**src/rtl/ftm_load_rd.sv**
```systemverilog
// ftm_load_rd: pops load descriptors, issues 8x64b AXI INCR reads, streams data out.
// Ports: descriptor FIFO (pop/dout/empty), AXI AR+R master, AXI-Stream master, status.
module ftm_load_rd #(
  parameter int ADDR_W = 32,
  parameter int ID_W   = 1
) (
  input  logic              clk,
  input  logic              rstn,
  output logic              fifo_rd_en,
  input  logic [63:0]       fifo_dout,
  input  logic              fifo_empty,
  output logic [ADDR_W-1:0] m_axi_araddr,
  output logic [7:0]        m_axi_arlen,
  output logic [2:0]        m_axi_arsize,
  output logic [1:0]        m_axi_arburst,
  output logic [ID_W-1:0]   m_axi_arid,
  output logic              m_axi_arvalid,
  input  logic              m_axi_arready,
  input  logic [63:0]       m_axi_rdata,
  input  logic [1:0]        m_axi_rresp,
  input  logic              m_axi_rlast,
  input  logic              m_axi_rvalid,
  output logic              m_axi_rready,
  output logic [63:0]       m_tdata,
  output logic [7:0]        m_tkeep,
  output logic [6:0]        m_tuser,
  output logic              m_tlast,
  output logic              m_tvalid,
  input  logic              m_tready,
  output logic              busy,
  output logic              desc_done,
  output logic              err_resp,
  output logic              err_desc,
  input  logic              err_clr
);

  typedef enum logic [1:0] {
    IDLE, LATCH, AR, RD
  } state_t;

  state_t            state_q, state_d;
  logic              idle_q;
  logic [ADDR_W-1:0] addr_q, addr_d;
  logic [17:0]       left_q, left_d;
  logic [6:0]        vb_q, vb_d;
  logic [6:0]        user_q, user_d;
  logic [2:0]        beat_q, beat_d;
  logic              done_q, done_d;
  logic              eresp_q, eresp_d;
  logic              edesc_q, edesc_d;

  logic       last_b;
  logic [7:0] vb8, off8, rem8;
  logic [3:0] nbytes;
  logic [8:0] keep9;
  logic       fwd;
  logic       r_hs;
  logic       burst_end;
  logic [6:0] v_in;
  logic       bad_desc;
  logic       bad_resp;

  assign m_axi_arlen   = 8'd7;
  assign m_axi_arsize  = 3'd3;
  assign m_axi_arburst = 2'b01;
  assign m_axi_arid    = '0;

  assign m_axi_araddr  = addr_q;
  assign m_axi_arvalid = (state_q == AR);
  assign m_tuser       = user_q;
  assign busy          = (state_q != IDLE);
  assign desc_done     = done_q;
  assign err_resp      = eresp_q;
  assign err_desc      = edesc_q;

  // Beat datapath: bytes remaining in the last burst decide keep/last/drop.
  always_comb begin
    last_b = (left_q == 18'd1);
    vb8    = {1'b0, vb_q};
    off8   = {2'b00, beat_q, 3'b000};
    rem8   = vb8 - off8;
    if (!last_b) begin
      nbytes = 4'd8;
    end else if (vb8 <= off8) begin
      nbytes = 4'd0;
    end else if (rem8 >= 8'd8) begin
      nbytes = 4'd8;
    end else begin
      nbytes = rem8[3:0];
    end
    keep9 = (9'd1 << nbytes) - 9'd1;
    fwd   = (state_q == RD) && (nbytes != 4'd0);

    // Empty beats are swallowed regardless of stream back-pressure.
    m_axi_rready = (state_q == RD) && (fwd ? m_tready : 1'b1);
    m_tvalid     = fwd && m_axi_rvalid;
    m_tdata      = fwd ? m_axi_rdata : 64'd0;
    m_tkeep      = fwd ? keep9[7:0] : 8'd0;
    m_tlast      = fwd && last_b && (vb8 <= off8 + 8'd8);

    r_hs      = m_axi_rready && m_axi_rvalid;
    burst_end = r_hs && (m_axi_rlast || (beat_q == 3'd7));
    bad_resp  = r_hs && ((m_axi_rresp != 2'b00) ||
                         (m_axi_rlast && (beat_q != 3'd7)));

    v_in     = fifo_dout[6:0];
    bad_desc = (state_q == LATCH) &&
               ((fifo_dout[37:32] != 6'd0) || (v_in > 7'd64));
  end

  always_comb begin
    state_d    = state_q;
    addr_d     = addr_q;
    left_d     = left_q;
    vb_d       = vb_q;
    user_d     = user_q;
    beat_d     = beat_q;
    done_d     = 1'b0;
    fifo_rd_en = 1'b0;
    unique case (state_q)
      IDLE: begin
        // idle_q keeps the pop one cycle after (re)entering IDLE.
        if (idle_q && !fifo_empty) begin
          fifo_rd_en = 1'b1;
          state_d    = LATCH;
        end
      end
      LATCH: begin
        addr_d = {fifo_dout[63:38], 6'd0};
        left_d = fifo_dout[24:7];
        user_d = fifo_dout[31:25];
        vb_d   = ((v_in == 7'd0) || (v_in > 7'd64)) ? 7'd64 : v_in;
        if (fifo_dout[24:7] == 18'd0) begin
          done_d  = 1'b1;
          state_d = IDLE;
        end else begin
          state_d = AR;
        end
      end
      AR: begin
        if (m_axi_arready) begin
          beat_d  = 3'd0;
          state_d = RD;
        end
      end
      RD: begin
        if (r_hs) begin
          beat_d = beat_q + 3'd1;
        end
        if (burst_end) begin
          if (last_b) begin
            done_d  = 1'b1;
            state_d = IDLE;
          end else begin
            left_d  = left_q - 18'd1;
            addr_d  = addr_q + ADDR_W'(64);
            state_d = AR;
          end
        end
      end
      default: state_d = IDLE;
    endcase

    // A new error event overrides a coincident clear.
    eresp_d = (eresp_q && !err_clr) || bad_resp;
    edesc_d = (edesc_q && !err_clr) || bad_desc;
  end

  always_ff @(posedge clk or negedge rstn) begin
    if (!rstn) begin
      state_q <= IDLE;
      idle_q  <= 1'b0;
      addr_q  <= '0;
      left_q  <= '0;
      vb_q    <= '0;
      user_q  <= '0;
      beat_q  <= '0;
      done_q  <= 1'b0;
      eresp_q <= 1'b0;
      edesc_q <= 1'b0;
    end else begin
      state_q <= state_d;
      idle_q  <= (state_q == IDLE);
      addr_q  <= addr_d;
      left_q  <= left_d;
      vb_q    <= vb_d;
      user_q  <= user_d;
      beat_q  <= beat_d;
      done_q  <= done_d;
      eresp_q <= eresp_d;
      edesc_q <= edesc_d;
    end
  end

endmodule

```
**config.mk**
```make
export PLATFORM = sky130hd
export DESIGN_NAME = ftm_load_rd
export DESIGN_NICKNAME = d
export VERILOG_FILES = /design/src/rtl/ftm_load_rd.sv
export SDC_FILE = /design/constraint.sdc
export NUM_CORES = 1
export LEC_CHECK = 0
export CORE_AREA = 3 3 134 104
export DETAILED_ROUTE_END_ITERATION = 6
export DIE_AREA = 0 0 137 107
export PLACE_DENSITY = 0.81
export SLEW_MARGIN = 20
export SYNTH_ARGS = -nofsm -noshare
export SYNTH_HDL_FRONTEND = slang
export SYNTH_SLANG_ARGS = --single-unit
export TNS_END_PERCENT = 30
```
**constraint.sdc**
```tcl
create_clock -name clk -period 4.4 [get_ports clk]
set_clock_uncertainty 0.1 [all_clocks]
set_input_delay 0.44 -clock clk [delete_from_list [all_inputs] [get_ports clk]]
set_output_delay 0.44 -clock clk [all_outputs]
set_load 0.05 [all_outputs]
```
Word level (Yosys, flattened, before mapping). Index checks and enable logic that the tools add are counted.

$add $sub $neg: 6. Magnitude comparators: 4. Equality and inequality tests: 11. Shifts and indexed selects: 1. Multiplexer cells: 28. Reduce and logical (&&, ||, !) cells: 33.

Operators with widths (number): 32-bit 2-to-1 mux (2); 64-bit 2-to-1 mux (1); 32-bit case mux with 2 select lines (1); 18-bit 2-to-1 mux (2); 18-bit case mux with 2 select lines (1); 32-bit by 7-bit adder with 32-bit output, second input constant (1); 18-bit by 1-bit == test with 1-bit output, second input constant (1); 18-bit logical NOT (1); 18-bit by 1-bit subtractor with 18-bit output, second input constant (1); 1-bit logical AND (13); 4-bit 2-to-1 mux (3); 2-bit 2-to-1 mux (5); 3-bit AND reduction (3); 8-bit by 4-bit >= comparator with 1-bit output, second input constant (1); 8-bit 2-to-1 mux (1); 2-bit inequality test, second input constant (4); 2-bit case mux with 4 select lines (1); 2-bit nonzero test (4); 1-bit by 4-bit left shift with 8-bit output, first input constant (1); 7-bit by 6-bit subtractor with 8-bit output (1); 8-bit by 1-bit subtractor with 8-bit output, second input constant (1); 6-bit by 4-bit adder with 7-bit output, second input constant (1); 7-bit greater-than comparator, second input constant (1); 7-bit by 6-bit <= comparator with 1-bit output (1); other kinds (18) (31).

Bits in registers: 73. Input bits: 138. Output and inout port bits: 134. Logic and storage cells: 93.

Longest topological paths before layout. Gate-level depths: netlist of run 1.

Word-level depth: 13. Gate-level depth with buffers: 13. Depth with buffers taken out: 13.

Least setup slack after synthesis of run 1. No wires, ideal clock.

Path type: reg2out. Start point: register vb_q[3]. End point: output m_tlast. Arrival time: 3.677 ns. Data required time: 3.860 ns. Path slack: 0.183 ns. Stages on the path, launching flop included: 12. Buffers on the path: 1. Path through: dfrtp_1 > inv_1 > ha_1 > inv_1 > fa_1 > and2_2 > o21ai_1 > o2111ai_1 > nand3_1 > clkbuf_2 > nand2_2 > nor4_1.

Longest elaborated chain between the ends: 9. Elaborated cells between the ends (all ways): 11. Those cells by class: 1 x add/sub; 3 x order compare; 3 x mux; 4 x reduce/logical.

Ends and longest elaborated chain: start, declared (line 45) `logic [6:0] vb_q, vb_d;`; start signal, assigned (line 186) `vb_q <= vb_d;`; 7-bit by 6-bit subtractor with 8-bit output (line 81) `rem8 = vb8 - off8;`; 8-bit by 4-bit >= comparator with 1-bit output (line 86) `end else if (rem8 >= 8'd8) begin`; 4-bit 2-to-1 mux (line 86); 4-bit 2-to-1 mux (line 84) `end else if (vb8 <= off8) begin`; 4-bit 2-to-1 mux (line 82) `if (!last_b) begin`; 4-bit nonzero test (line 92) `fwd = (state_q == RD) && (nbytes != 4'd0);`; 1-bit logical AND (line 92); 1-bit logical AND (line 99) `m_tlast = fwd && last_b && (vb8 <= off8 + 8'd8);`; 1-bit logical AND (*) (line 99); end, declared (line 27) `output logic m_tlast,`.

Mark *: on every way between the ends. The rest lies on a longest branch, timed or not.

Final worst setup path of run 1.
Start point: register beat_q[0]. End point: output m_tkeep[4].

Longest elaborated chain between the ends: 8. Elaborated cells between the ends (all ways): 11. Those cells by class: 2 x add/sub; 2 x order compare; 1 x shift; 4 x mux; 2 x reduce/logical.

Ends and longest elaborated chain: start, declared (line 47) `logic [2:0] beat_q, beat_d;`; start signal, assigned (line 188) `beat_q <= beat_d;`; 7-bit by 6-bit subtractor with 8-bit output (line 81); 8-bit by 4-bit >= comparator with 1-bit output (line 86); 4-bit 2-to-1 mux (line 86); 4-bit 2-to-1 mux (*) (line 84); 4-bit 2-to-1 mux (*) (line 82); 1-bit by 4-bit left shift with 8-bit output or 4-bit nonzero test (tied branches) (line 91, 92); 8-bit by 1-bit subtractor with 8-bit output or 1-bit logical AND (tied branches) (line 91, 92); 8-bit 2-to-1 mux (*) (line 98) `m_tkeep = fwd ? keep9[7:0] : 8'd0;`; end, declared (line 25) `output logic [7:0] m_tkeep,`.

Marks and branches as above.

==> out/metrics.cfg, run 1 <==
[sta]
max_freq_mhz = 240
rsz0062_at_grt = no
tightest_slew_ns = 0.890
hold_violations = 0
max-slew-margin-rel_pct = 40.7
setup_viol = 0
drv_slew = 0
min_period_ns = 4.17
fin_crit_sh_pct = 94.9
tns_ns = 0

[power]
power_density_nw_per_um2 = 418
leakage_nw = 3.29
peakVddDrop_mv = 0.270

[critical_path]
crit_path_max_incr_delay_ns = 0.44
cp-start-kind = register
worst_path_max_delay_cell = dfrtp_1
timing_worst_setup_path_type = reg2out
crit_chain = ha_1, inv_1, fa_1, nor2_1, o21ai_1, o2111ai_2, and2_1, nand4_1, ha_1, or3b_1, a21bo_1, a21oi_2, buf_12
crit_path_end_kind = primary output
ff2ff_path_depth = 9
cp_max_fo = 6
required_ns = 3.86
critPathArrivalTime_ns = 3.63
crit_top_cell = ha_1

[detailed_routing]
remaining_drc_errors = 0
wirelength_mm = 20.2
via_per_inst = 5.67
via_count = 6017
ant_nets = 0
wire_per_inst_um = 19.1
dr.pass1.iters = 6
drt-initial-drc-count = 721

[synth]
synth_cells = 656
synth_flop_cell = dfrtp_1
synth_cell_types = 68
syn_area_per_cell_um2 = 7.66
synthArstFlopShare_pct = 100
synth_area_um2 = 5020
ys_warn_count = 0
synth-seq-cells = 67
ys_seq_area_share_pct = 33.4
synth_edf_count = 0

[floorplan]
floorplan.rows = 36
die_w_um = 137
die_h_um = 107
die_area_um2 = 14700
start_util_pct = 39.3
num_io_pins = 272
coreArea_um2 = 12800

[clock_tree]
postCtsSetupRepairBufs = 0
path_clk_slew_ns = 0.06
cts_tree = built
root_buffer = clkbuf_16
cts.sinks = 67
cts_max_level = 3
cts_made_buffers = 9
clock_path_buffers = 2
insertion_delay_ns = 0.34

[layout]
drive_gt1_share_pct = 13.2
nNetsFinal = 1038
final_cell_mix = clkdlybuf4s50_1, buf_4, nand2_1, and3_1, dfrtp_1
final.fill_count = 1182
antenna_cells = 0
mostFrequentLayoutCell = clkdlybuf4s50_1
final_util_pct = 60.9
synthToLayoutAreaGrowth_pct = 55.0

[global_route]
overflow = 0
grt_use_total_pct = 26.1
grt_pass1_vias = 5477
antenna_found_initial = 0
grt_pass1_wl_mm = 30.3
grt_max_degree = 68

[run_status]
status = finished clean

[flow_run]
maxCapViolCount = 0

[placed_design]
dp_hpwl_mm = 15.3
gp_congestion = 0.959
port_buffers = 251

[min_path]
hold_class = in2async

-- state kept, by name, summed over array words and instances, names as in the netlist, 2 cells and up --
register and flops:
vb_q 7, beat_q 3, m_tuser 7, m_axi_araddr 26, state_q 2, left_q 18
-- cells in the mapped netlist, types with 4 or more instances --
cell | count | area, um^2
o21a_1 | 5 | 37.5
clkbuf_1 | 36 | 135
inv_1 | 21 | 78.8
o21ai_0 | 52 | 260
o2bb2ai_1 | 7 | 61.3
buf_4 | 20 | 150
nor3_1 | 16 | 80.1
and2_1 | 8 | 50.1
nor2_1 | 39 | 146
o22ai_1 | 9 | 56.3
dfrtp_1 | 67 | 1680
o211ai_1 | 5 | 37.5
nand2_1 | 78 | 293
clkbuf_2 | 4 | 20.0
a22oi_1 | 6 | 45.0
nor4_1 | 13 | 81.3
and3_1 | 70 | 438
nand3_1 | 31 | 155
or3_1 | 6 | 37.5
a21oi_1 | 63 | 315
a31oi_1 | 4 | 25.0
ha_1 | 13 | 163
o31ai_1 | 5 | 37.5
nand4_1 | 11 | 68.8
-- per-layer routing --
| layer | track usage [%] | vias to the layer above | routed length, um |
|---|---|---|---|
| met5 | 0 | - | 0 |
| met4 | 7.19 | 0 | 463 |
| met3 | 7.74 | 37 | 2460 |
| met2 | 40.1 | 373 | 9020 |
| met1 | 35.7 | 2789 | 8280 |
| li1 | - | 2818 | - |
-- metrics by stage --
| step | total power [mW] | std cells | hold slack (ns) | worst slack, ns | cell area (um^2) |
|---|---|---|---|---|---|
| after floorplan | 1.96 | 674 | 0.0444 | 0.183 | 5090 |
| after global placement | 2.52 | 1046 | 0.358 | 0.563 | 7490 |
| after detailed placement | 2.55 | 1046 | 0.367 | 0.460 | 7490 |
| after CTS | 3.26 | 1062 | 0.229 | 0.0950 | 7780 |
| after global routing | 3.42 | 1062 | 0.292 | 0.00510 | 7780 |
| final | 3.26 | 1062 | 0.197 | 0.225 | 7780 |
-- report_power, final --
part	total, mW	internal [mW]	switching (mW)
clock network	0.705	0.402	0.303
registers	0.931	0.747	0.184
logic	1.62	0.585	1.04
-- worst max-delay path: cells and delay by family (launching register included) --
kind	cells	cell delay [ns]
simple gates	4	0.85
compound gates	4	0.86
fa+ha+maj	3	0.91
buf+inv	2	0.23
flops	1	0.44
-- kinds of logic after synthesis --
| logic type | count (synthesis) | synth area share [%] |
|---|---|---|
| buf+inv | 85 | 8.00 |
| other cells | 2 | 0.150 |
| simple gates | 299 | 31.3 |
| compound gates | 185 | 22.7 |
| fa+ha+maj | 14 | 3.64 |
| flops | 67 | 33.4 |
| mux | 3 | 0.598 |
| xor+xnor | 1 | 0.174 |
-- final timing paths --
path                             from               end  slack, ns
setup / recovery            beat_q[0]        m_tkeep[4]       0.23
min in group clk           m_tuser[6]        m_tuser[6]       0.38
setup reg to reg            beat_q[0]         beat_q[0]       1.47
hold / removal                   rstn         left_q[5]       0.20
hold reg to reg            m_tuser[6]        m_tuser[6]       0.38
max in group asynchronous        rstn  m_axi_araddr[21]       3.41
-- timing repair --
action | 4_1_cts | 5_1_grt
hold endpoints to repair | 0 | 0
setup endpoints to repair | 0 | 1
hold buffers | 0 | 0
gates resized for setup | 0 | 1
-- area by class of cell --
| type | instances | area, um^2 | area share, % |
|---|---|---|---|
| inverters | 21 | 78.8 | 1.01 |
| repair buffers | 265 | 2500 | 32.1 |
| well taps | 171 | 214 | 2.75 |
| clock buffers | 10 | 239 | 3.07 |
| flip-flops and latches | 67 | 1680 | 21.5 |
| multi-input cells | 522 | 3030 | 38.9 |
| clock inverters | 6 | 48.8 | 0.627 |
Power figures use the tool's default switching activity.
==> inputs of run 2 (changes only) <==
- CELL_PAD_IN_SITES_DETAIL_PLACEMENT: not set -> 1
- CELL_PAD_IN_SITES_GLOBAL_PLACEMENT: not set -> 2
- CORE_AREA: 3 3 134 104 -> 3 3 183 140
- DIE_AREA: 0 0 137 107 -> 0 0 186 143
- PLACE_DENSITY: 0.81 -> not set
- PLACE_DENSITY_LB_ADDON: not set -> 0.1
==> run 2 against run 1 <==
Effect of this change:
- register-to-register slack worse by 0.26 ns
- setup slack worse by 0.053 ns
- critical path depth did not move
- critical path type unchanged
- critical endpoint unchanged
- final area is 3.1% higher
- combinational power is essentially flat
- maximum frequency is 1.2% lower
- first-iteration DRC count decreased by 65%
- utilization decreased by 27 points
- wire length increased by 19%
==> out/metrics.cfg, run 2 (synthesis gave the netlist of run 1 again) <==
[power]
p_seq_share_pct = 27.8  ; -0.8 points
power_density_nw_per_um2 = 421  ; +0.54%
combPwrFrac_pct = 48.9  ; -0.9 points
peakVddDrop_mv = 0.193  ; -28%
p_sw_mw = 1.59  ; +4.1%
switching_share_pct = 47.0  ; +0.22 points
clkPwrFrac_pct = 23.3  ; +1.7 points
leakage_nw = 3.32  ; +0.95%
internal-power_mw = 1.79  ; +3.2%
total_power_mw = 3.37  ; +3.6%

[layout]
nNetsFinal = 1041  ; +0.29%
antenna_cells = 0  ; unchanged
finish.instance_area_um2 = 8020  ; +3.1%
synthToLayoutAreaGrowth_pct = 59.7
largest_reg_flops = 26  ; unchanged
final_cell_mix = clkdlybuf4s50_1, buf_4, nand2_1, and3_1, dfrtp_1
mostFrequentLayoutCell = clkdlybuf4s50_1
final.fill_count = 2827  ; +140%
drive_gt1_share_pct = 13.9  ; +0.63 points
final_cells = 1200  ; +13%

[placed_design]
placed_cell_area_um2 = 7660  ; +2.3%
port_buffers = 251  ; unchanged
dp_hpwl_mm = 18.5  ; +21%
gp_congestion = 0.856  ; -11%
post-place-cells = 1181  ; +13%
dp_slack_ns = 0.372  ; -0.0874 ns

[critical_path]
crit_chain = ha_1, inv_1, fa_1, nor2_1, o21ai_1, o2111ai_2, and2_4, nand4_1, ha_1, or3b_1, a21bo_1, a21oi_2, buf_12
critPathArrivalTime_ns = 3.69  ; +0.06 ns
crit_top_cell = ha_1
cp-start-kind = register
cp_max_fo = 6  ; unchanged
required_ns = 3.86  ; about the same
r2r_start = vb_q[3]
crit_start = beat_q[0]
crit_buf_inv = 2  ; unchanged
cp-endpoint = m_tkeep[4]
crit_path_max_incr_delay_ns = 0.44  ; about the same
rrSetupSlack_ns = 1.21  ; -0.26 ns
path_depth = 13  ; unchanged
ff2ff_path_depth = 11  ; +2
crit_path_end_kind = primary output
timing_worst_setup_path_type = reg2out
cp_top_family = adder cells
worst_path_max_delay_cell = dfrtp_2
crit-reg2reg-capture = left_q[5]

[floorplan]
die_area_um2 = 26600  ; +81%
num_io_pins = 272  ; unchanged
start_util_pct = 21.0  ; -18 points
die_h_um = 143  ; +34%
die_w_um = 186  ; +36%
coreArea_um2 = 23900  ; +87%
floorplan.rows = 49  ; +36%

[clock_tree]
cts.sinks = 67  ; unchanged
cts_tree = built
cts_max_level = 3  ; unchanged
cts_made_buffers = 9  ; unchanged
root_buffer = clkbuf_16
clock_path_buffers = 2  ; unchanged
path_clk_slew_ns = 0.07  ; about the same
insertion_delay_ns = 0.35  ; about the same

[global_route]
grt_use_total_pct = 17.6  ; -8.6 points
grt_pass1_wl_mm = 36.3  ; +20%
overflow = 0  ; unchanged
grt_pass1_vias = 6145  ; +12%
grt_max_degree = 99  ; +46%
antenna_found_initial = 0  ; unchanged

[min_path]
hp-start = m_tuser[2]
hold_class = reg2reg

[detailed_routing]
via_per_inst = 4.88  ; -14%
ant_nets = 0  ; unchanged
remaining_drc_errors = 0  ; unchanged
drt-initial-drc-count = 255  ; -65%
wire_per_inst_um = 20.0  ; +4.9%
via_count = 5860  ; -2.6%
wirelength_mm = 24.0  ; +19%
dr.pass1.iters = 4  ; -2

[sta]
fin_ws_ns = 0.173  ; -0.0528 ns
tightest_slew_ns = 0.915  ; +0.0252 ns
max_freq_mhz = 237  ; -1.2%
setup_viol = 0  ; unchanged
hold_violations = 0  ; unchanged
max-slew-margin-rel_pct = 38.8  ; -1.8 points
fin_crit_sh_pct = 96.1  ; +1.2 points
tns_ns = 0  ; unchanged
drv_slew = 0  ; unchanged
min_period_ns = 4.23  ; +0.0528 ns

[run_status]
status = finished clean

[flow_run]
maxCapViolCount = 0  ; unchanged

-- run 2: stage by stage --
stage	utilization, %	hold WS, ns
5_1_grt	33.6	0.412
6_report	33.6	0.384
2_1_floorplan	-	0.0444
3_3_place_gp	32.0	0.359
3_5_place_dp	32.0	0.374
4_1_cts	33.4	0.391
-- run 2: power by group through the flow --
| stage | combinational [mW] | sequential (mW) | clock (mW) |
|---|---|---|---|
| after floorplan | 0.819 | 1.14 | 0 |
| after global placement | 1.63 | 0.939 | 0 |
| after detailed placement | 1.65 | 0.949 | 0 |
| after global routing | 1.77 | 0.969 | 0.841 |
| final | 1.65 | 0.939 | 0.785 |
| after CTS | 1.67 | 0.938 | 0.809 |
-- run 2: what timing repair did --
| item | 4_1_cts | 5_1_grt |
|---|---|---|
| hold buffers | 1 | 0 |
| endpoints found under the hold margin | 2 | 0 |
| pin swaps | 0 | 1 |
| setup buffers | 0 | 2 |
| endpoints found under the setup margin | 1 | 2 |
| resized for setup | 1 | 4 |
-- run 2: worst min-delay path by stage --
stage / to / slack [ns] / depth (start not counted)
after floorplan: beat_q[0] / 0.04 / 0
after global placement: m_tuser[0] / 0.36 / 2
after detailed placement: m_axi_araddr[10] / 0.37 / 1
after CTS: m_tuser[1] / 0.39 / 2
after global routing: err_desc / 0.41 / 1
final: m_tuser[2] / 0.38 / 2
-- run 2: area by class of cell --
cell class	instances	area, um^2	share of cell area (%)
inverters	21	78.8	0.983
repair buffers	268	2530	31.5
well taps	306	383	4.77
clock inverters	7	85.1	1.06
multi-input cells	522	3050	38.0
clock buffers	9	225	2.81
flip-flops and latches	67	1680	20.9
-- run 2: worst reg2reg max path: cells and delay by family (launching register included) --
| kind | cells | cell delay [ns] |
|---|---|---|
| AND/OR/NAND/NOR | 2 | 0.55 |
| adder cells (fa/ha/maj) | 2 | 0.60 |
| buffers and inverters | 3 | 0.35 |
| AO/OA/AOI/OAI | 4 | 1.10 |
| flip-flops | 1 | 0.36 |
-- run 2: per-layer routing --
layer,vias to the layer above,global-route usage (%),wire length [um]
li1,2819,-,-
met3,9,4.02,1710
met4,0,3.68,187
met5,-,0,0
met1,2824,23.7,10900
met2,208,28.9,11200
==> inputs of run 3 (changes only) <==
- GPL_ROUTABILITY_DRIVEN: not set -> 0
==> results of run 3 <==
No change in the layout: final DEF, timing and power equal those of run 2.
